### config.mk
export PLATFORM = sky130hd
export DESIGN_NAME = lsu_ctrl
export DESIGN_NICKNAME = d
export VERILOG_FILES = /design/src/rtl/lsu_pkg.sv /design/src/rtl/lsu_extend.sv /design/src/rtl/lsu_ctrl.sv
export SDC_FILE = /design/constraint.sdc
export NUM_CORES = 1
export LEC_CHECK = 0
export ABC_AREA = 1
export BUFFER_PORTS_ARGS = -buffer_cell sky130_fd_sc_hd__buf_2
export CAP_MARGIN = 20
export CORE_MARGIN = 2
export CORE_UTILIZATION = 48
export DETAILED_ROUTE_END_ITERATION = 10
export GPL_TIMING_DRIVEN = 0
export PLACE_DENSITY = 0.86
export RECOVER_POWER = 100
export SLEW_MARGIN = 5
export SYNTH_ARGS = -nofsm -noshare
export SYNTH_HDL_FRONTEND = slang
export SYNTH_SLANG_ARGS = --single-unit
### constraint.sdc
create_clock -name clk -period 3.6 [get_ports clk]
set_clock_uncertainty 0.2 [all_clocks]
set_input_delay 0.18 -clock clk [delete_from_list [all_inputs] [get_ports clk]]
set_output_delay 0.18 -clock clk [all_outputs]
set_load 0.05 [all_outputs]
### src/rtl/lsu_pkg.sv
// Shared encodings for the load/store control stage: access sizes, FSM states
// and the bytes-per-size helper.
package lsu_pkg;

  localparam logic [1:0] SZ_BYTE = 2'b00;
  localparam logic [1:0] SZ_HALF = 2'b01;
  localparam logic [1:0] SZ_WORD = 2'b11;

  localparam logic [1:0] IDLE   = 2'd0;
  localparam logic [1:0] ACCESS = 2'd1;
  localparam logic [1:0] RESP   = 2'd2;

  // The illegal size 2'b10 maps to 4 bytes; it is rejected separately.
  function automatic logic [2:0] size_bytes(input logic [1:0] size);
    case (size)
      SZ_BYTE: return 3'd1;
      SZ_HALF: return 3'd2;
      default: return 3'd4;
    endcase
  endfunction

endpackage

### src/rtl/lsu_extend.sv
// Load result extension. The RAM already sign-extends sub-word reads, so only
// the unsigned byte/half cases need masking here.
module lsu_extend
  import lsu_pkg::*;
(
  input  logic [31:0] rd,
  input  logic [1:0]  size,
  input  logic        is_unsigned,
  output logic [31:0] ext
);

  always_comb begin
    ext = rd;
    if (is_unsigned) begin
      case (size)
        SZ_BYTE: ext = {24'b0, rd[7:0]};
        SZ_HALF: ext = {16'b0, rd[15:0]};
        default: ext = rd;
      endcase
    end
  end

endmodule

### src/rtl/lsu_ctrl.sv
// Load/store control stage in front of Data_RAM: one request at a time, range
// and size checks, one-cycle RAM access, held response. Optional alignment
// checking is enabled by defining LSU_ALIGN_CHECK_EN.
module lsu_ctrl
  import lsu_pkg::*;
#(
  parameter int unsigned ADDR_W = 32,
  parameter int unsigned RAM_AW = 8
) (
  input  logic              clk,
  input  logic              reset,
  input  logic              req_valid,
  output logic              req_ready,
  input  logic              req_we,
  input  logic [1:0]        req_size,
  input  logic              req_unsigned,
  input  logic [ADDR_W-1:0] req_addr,
  input  logic [31:0]       req_wdata,
  output logic [RAM_AW-1:0] ram_a,
  output logic [31:0]       ram_wd,
  output logic              ram_we,
  output logic              ram_re,
  output logic [1:0]        ram_flag,
  input  logic [31:0]       ram_rd,
  output logic              resp_valid,
  input  logic              resp_ready,
  output logic [31:0]       resp_rdata,
  output logic              resp_err
);

  logic [1:0]        state_q, state_d;
  logic              op_we_q;
  logic [1:0]        op_size_q;
  logic              op_unsigned_q;
  logic [RAM_AW-1:0] op_addr_q;
  logic [31:0]       op_wdata_q;
  logic [31:0]       rdata_q;
  logic              err_q;

  logic              size_bad, range_bad, span_bad, align_bad, req_err;
  logic [RAM_AW:0]   last_byte;
  logic [31:0]       ext_data;
  logic              in_access;

  // The carry out of the last byte address flags an access running past the top of RAM.
  always_comb begin
    size_bad  = (req_size == 2'b10);
    range_bad = |req_addr[ADDR_W-1:RAM_AW];
    last_byte = {1'b0, req_addr[RAM_AW-1:0]}
              + (RAM_AW+1)'(size_bytes(req_size) - 3'd1);
    span_bad  = last_byte[RAM_AW];
`ifdef LSU_ALIGN_CHECK_EN
    align_bad = ((req_size == SZ_HALF) && req_addr[0])
             || ((req_size == SZ_WORD) && (req_addr[1:0] != 2'b00));
`else
    align_bad = 1'b0;
`endif
    req_err   = size_bad | range_bad | span_bad | align_bad;
  end

  always_comb begin
    state_d = state_q;
    case (state_q)
      IDLE:    if (req_valid) state_d = req_err ? RESP : ACCESS;
      ACCESS:  state_d = RESP;
      RESP:    if (resp_ready) state_d = IDLE;
      default: state_d = IDLE;
    endcase
  end

  always_ff @(posedge clk) begin
    if (reset) begin
      state_q       <= IDLE;
      op_we_q       <= 1'b0;
      op_size_q     <= 2'b00;
      op_unsigned_q <= 1'b0;
      op_addr_q     <= '0;
      op_wdata_q    <= '0;
      rdata_q       <= '0;
      err_q         <= 1'b0;
    end else begin
      state_q <= state_d;
      if ((state_q == IDLE) && req_valid) begin
        op_we_q       <= req_we;
        op_size_q     <= req_size;
        op_unsigned_q <= req_unsigned;
        op_addr_q     <= req_addr[RAM_AW-1:0];
        op_wdata_q    <= req_wdata;
        rdata_q       <= '0;
        err_q         <= req_err;
      end
      if (state_q == ACCESS) begin
        rdata_q <= op_we_q ? 32'h0 : ext_data;
      end
    end
  end

  lsu_extend u_extend (
    .rd          (ram_rd),
    .size        (op_size_q),
    .is_unsigned (op_unsigned_q),
    .ext         (ext_data)
  );

  assign in_access  = (state_q == ACCESS);
  assign req_ready  = (state_q == IDLE);
  assign resp_valid = (state_q == RESP);
  assign resp_rdata = rdata_q;
  assign resp_err   = err_q;

  // RAM port is parked at zero outside the access cycle; reset kills a store in flight.
  assign ram_a    = in_access ? op_addr_q  : '0;
  assign ram_wd   = in_access ? op_wdata_q : '0;
  assign ram_flag = in_access ? op_size_q  : 2'b00;
  assign ram_we   = in_access & op_we_q & ~reset;
  assign ram_re   = in_access & ~op_we_q;

endmodule

==> results by group <==
Final layout
  • Area Growth Syn to Fin: 56.5%
  • Final net count: 842
  • Layout cell share with drive strength beyond 1: 16.1%
  • ANT cells: 0

Floorplanning
  • Ports: 183
  • DIE HEIGHT: 86.7 um
  • Starting Density: 48.9%
  • DIE AREA: 7520 um^2
  • Core Rows: 30
  • Die width: 86.7 um
  • Core ar.: 6720 um^2

Pwr
  • VDD IR max: 0.260 mV
  • P_int: 1.39 mW
  • Seq pwr share: 49.5%
  • Total power: 1.88 mW
  • Switch share: 25.8%
  • Static Leak: 2.16 nW
  • PD cells: 365 nW/um^2
  • P_sw: 0.485 mW
  • Clk pwr share: 35.6%
  • Logic pwr share: 14.9%

Critical path
  • CP startpoint kind: flop
  • Reg-to-Reg Start: state_q[0]
  • Worst Path Max Fanout: 10
  • Worst EP arrival: 2220 ps
  • Reg2reg path depth: 7
  • Worst EP required: 3220 ps
  • Critical path buffers and inverters: 4
  • Worst path slowest cell: clkbuf_1
  • CP Cell Sequence: inv_1 > nor2_1 > clkinv_1 > clkbuf_1 > nor2_1 > clkbuf_1
  • Critical path origin: state_q[0]
  • Internal reg-to-reg setup slack: 1240 ps
  • Max stage delay on crit path: 530 ps
  • Critical Path End Type: output pin
  • CP Class: reg2out
  • Reg2reg end: resp_rdata[21]
  • CP top delay family: buffers and inverters

Logic synthesis
  • Synth warn: 0
  • Async S/R FF share, synth: 0%
  • Area leader, netlist: dfxtp_1
  • Seq cells post-synth: 79
  • Synth top area share: 48.2%
  • Post-Syn Area: 3280 um^2
  • Post-synth top cells: nand2_1, dfxtp_1, a21oi_1
  • Sequential area share after synthesis: 48.2%
  • Syn_area_per_cell: 7.17 um^2
  • Post-synth EDFFs: 0
  • Main synth FF type: dfxtp_1
  • Area contributors post-synth: dfxtp_1, a21oi_1, nand2_1, nor2_1, o21ai_0
  • Count of different cell masters after synthesis: 22
  • Syn Inst Count: 458
  • Most common cell in the netlist: nand2_1

STA
  • Worst Max-Slew Pin Slew: 831 ps
  • Unrepaired setup endpoints after global routing: no
  • Final-report hold violation count: 0
  • Fin Setup TNS: 0 ps
  • # setup viols final: 0
  • Final worst path period need: 2600 ps
  • Final worst-path cycle share: 72.3%
  • Slew margin rel.: 44.4%
  • Slew Limit Fails: 0
  • F_max: 384 MHz

Clock tree
  • Gates resized, CTS repair: 0
  • Worst skew pair latency: 340 ps
  • Worst-path clk slew: 80 ps
  • Postcts setup bufs: 0
  • Max clock buf depth: 2
  • H-tree depth: 3
  • CTS tree: built
  • Root Driver: clkbuf_8
  • Num CTS Buffers: 9
  • Count of clock tree sinks: 79

Worst hold path
  • Hold Crit Start: req_valid
  • Hold Path Sink: state_q[1]
  • Worst Hold Class: in2reg
  • WHS Path Cells: 5

Drt
  • Routed wire length: 11.8 mm
  • Vias: 4082
  • Post-route ant nets: 0
  • DRC viols: 0
  • 1st-pass router iterations: 4
  • DRT iter0 DRCs: 171
  • Vias per cell: 5.00
  • WL/cell: 14.4 um

GRT
  • Vias in the first global route: 4117
  • Largest net degree at the start of global routing: 14
  • Antenna violations before repair: 0
  • GRT Residual Overflow: 0
  • Total global routing track utilization: 30.9%
  • First-pass GRT wire length: 18.4 mm

Placed design
  • HPWL after DPL: 7.06 mm
  • IO Port Bufs: 181
  • Gpl congestion: 0.806

Flow run
  • Max-Cap Viols: 0

Status
  • Status: complete, no violations
-- worst max-delay path by stage --
stage / cells past startpoint / endpoint / slack, ps
global route: 6 / ram_wd[26] / 810
global placement: 13 / resp_err / 1500
CTS: 15 / state_q[1] / 1260
detailed placement: 13 / resp_err / 1430
finish: 6 / ram_wd[5] / 1000
floorplan: 4 / ram_we / 1490
-- registers in the layout, summed over array words and instances, names as in the netlist --
| signal | count |
|---|---|
| op_wdata_q | 32 |
| resp_rdata | 32 |
| op_addr_q | 8 |
| op_size_q | 2 |
| state_q | 2 |
| op_unsigned_q | 1 |
| op_we_q | 1 |
| resp_err | 1 |
-- power by group through the flow --
| stage | logic, mW | clock network (mW) | registers, mW |
|---|---|---|---|
| finish | 0.280 | 0.668 | 0.928 |
| global route | 0.310 | 0.716 | 0.932 |
| CTS | 0.276 | 0.670 | 0.929 |
| detailed placement | 0.210 | 0 | 0.949 |
| global placement | 0.202 | 0 | 0.947 |
| floorplan | 0.117 | 0 | 0.949 |
-- worst min-delay path: stages --
cell	delay, ps
buf_2	110
inv_1	40
nor2_1	50
nand2_1	60
a21oi_1	50
-- kinds of logic (layout without fill, tap and decap cells) --
logic type | Yosys count | in the layout | synth area share (%)
buffers and inverters | 83 | 360 | 9.98
AO/OA/AOI/OAI | 126 | 126 | 20.1
flip-flops | 79 | 79 | 48.2
AND/OR/NAND/NOR | 163 | 163 | 19.3
other | 1 | 3 | 0.114
adder cells (fa/ha/maj) | 6 | 6 | 2.29
-- cell usage in the layout, fill, tap and decap left out --
master	netlist	final
conb_1	1	3
or2_2	1	1
bufinv_16	0	1
inv_1	55	56
a31oi_1	0	1
clkinv_2	0	2
nor2_1	69	72
a21oi_1	77	78
clkbuf_8	0	10
nand2_1	86	88
buf_1	3	3
clkbuf_1	14	101
o21bai_1	1	1
buf_2	7	103
o21ai_0	46	46
clkinvlp_4	0	1
dlygate4sd3_1	0	80
clkinv_1	2	2
dfxtp_1	79	79
inv_6	0	1
ha_1	6	6
nor3_1	2	2
-- metal layers --
| metal | routed length [um] | track usage (%) | share of wire, % | vias up |
|---|---|---|---|---|
| li1 | - | - | - | 1983 |
| met1 | 4520 | 32.6 | 38 | 1859 |
| met2 | 6090 | 57.0 | 52 | 198 |
| met3 | 754 | 7.05 | 6.4 | 42 |
| met4 | 405 | 15.5 | 3.4 | 0 |
| met5 | 0 | 0 | 0 | - |
-- final cells by class --
| type | count | area [um^2] |
|---|---|---|
| buffer | 25 | 96.3 |
| clock buffer | 11 | 141 |
| clock inverter | 5 | 56.3 |
| fill | 533 | 1580 |
| inverter | 58 | 218 |
| multi-input combinational | 298 | 1340 |
| sequential | 79 | 1580 |
| tap | 80 | 100 |
| timing repair buffer | 261 | 1610 |
-- what timing repair did --
item | 4_1_cts | 5_1_grt
endpoints found under the setup margin | 0 | 0
hold buffers | 80 | 0
hold endpoints to repair | 77 | 0
-- per-stage QoR --
| step | hold WS [ps] | util, % | cell area, um^2 | std cells | setup slack, ps |
|---|---|---|---|---|---|
| 2_1_floorplan | 123 | - | 3290 | 460 | 1490 |
| 3_3_place_gp | 228 | 63.9 | 4300 | 721 | 1500 |
| 3_5_place_dp | 234 | 63.9 | 4300 | 721 | 1430 |
| 4_1_cts | 13.1 | 78.8 | 5300 | 817 | 1260 |
| 5_1_grt | 24.4 | 76.5 | 5140 | 817 | 814 |
| 6_report | 0.787 | 76.5 | 5140 | 817 | 998 |
(Power assumes the default switching activity.)
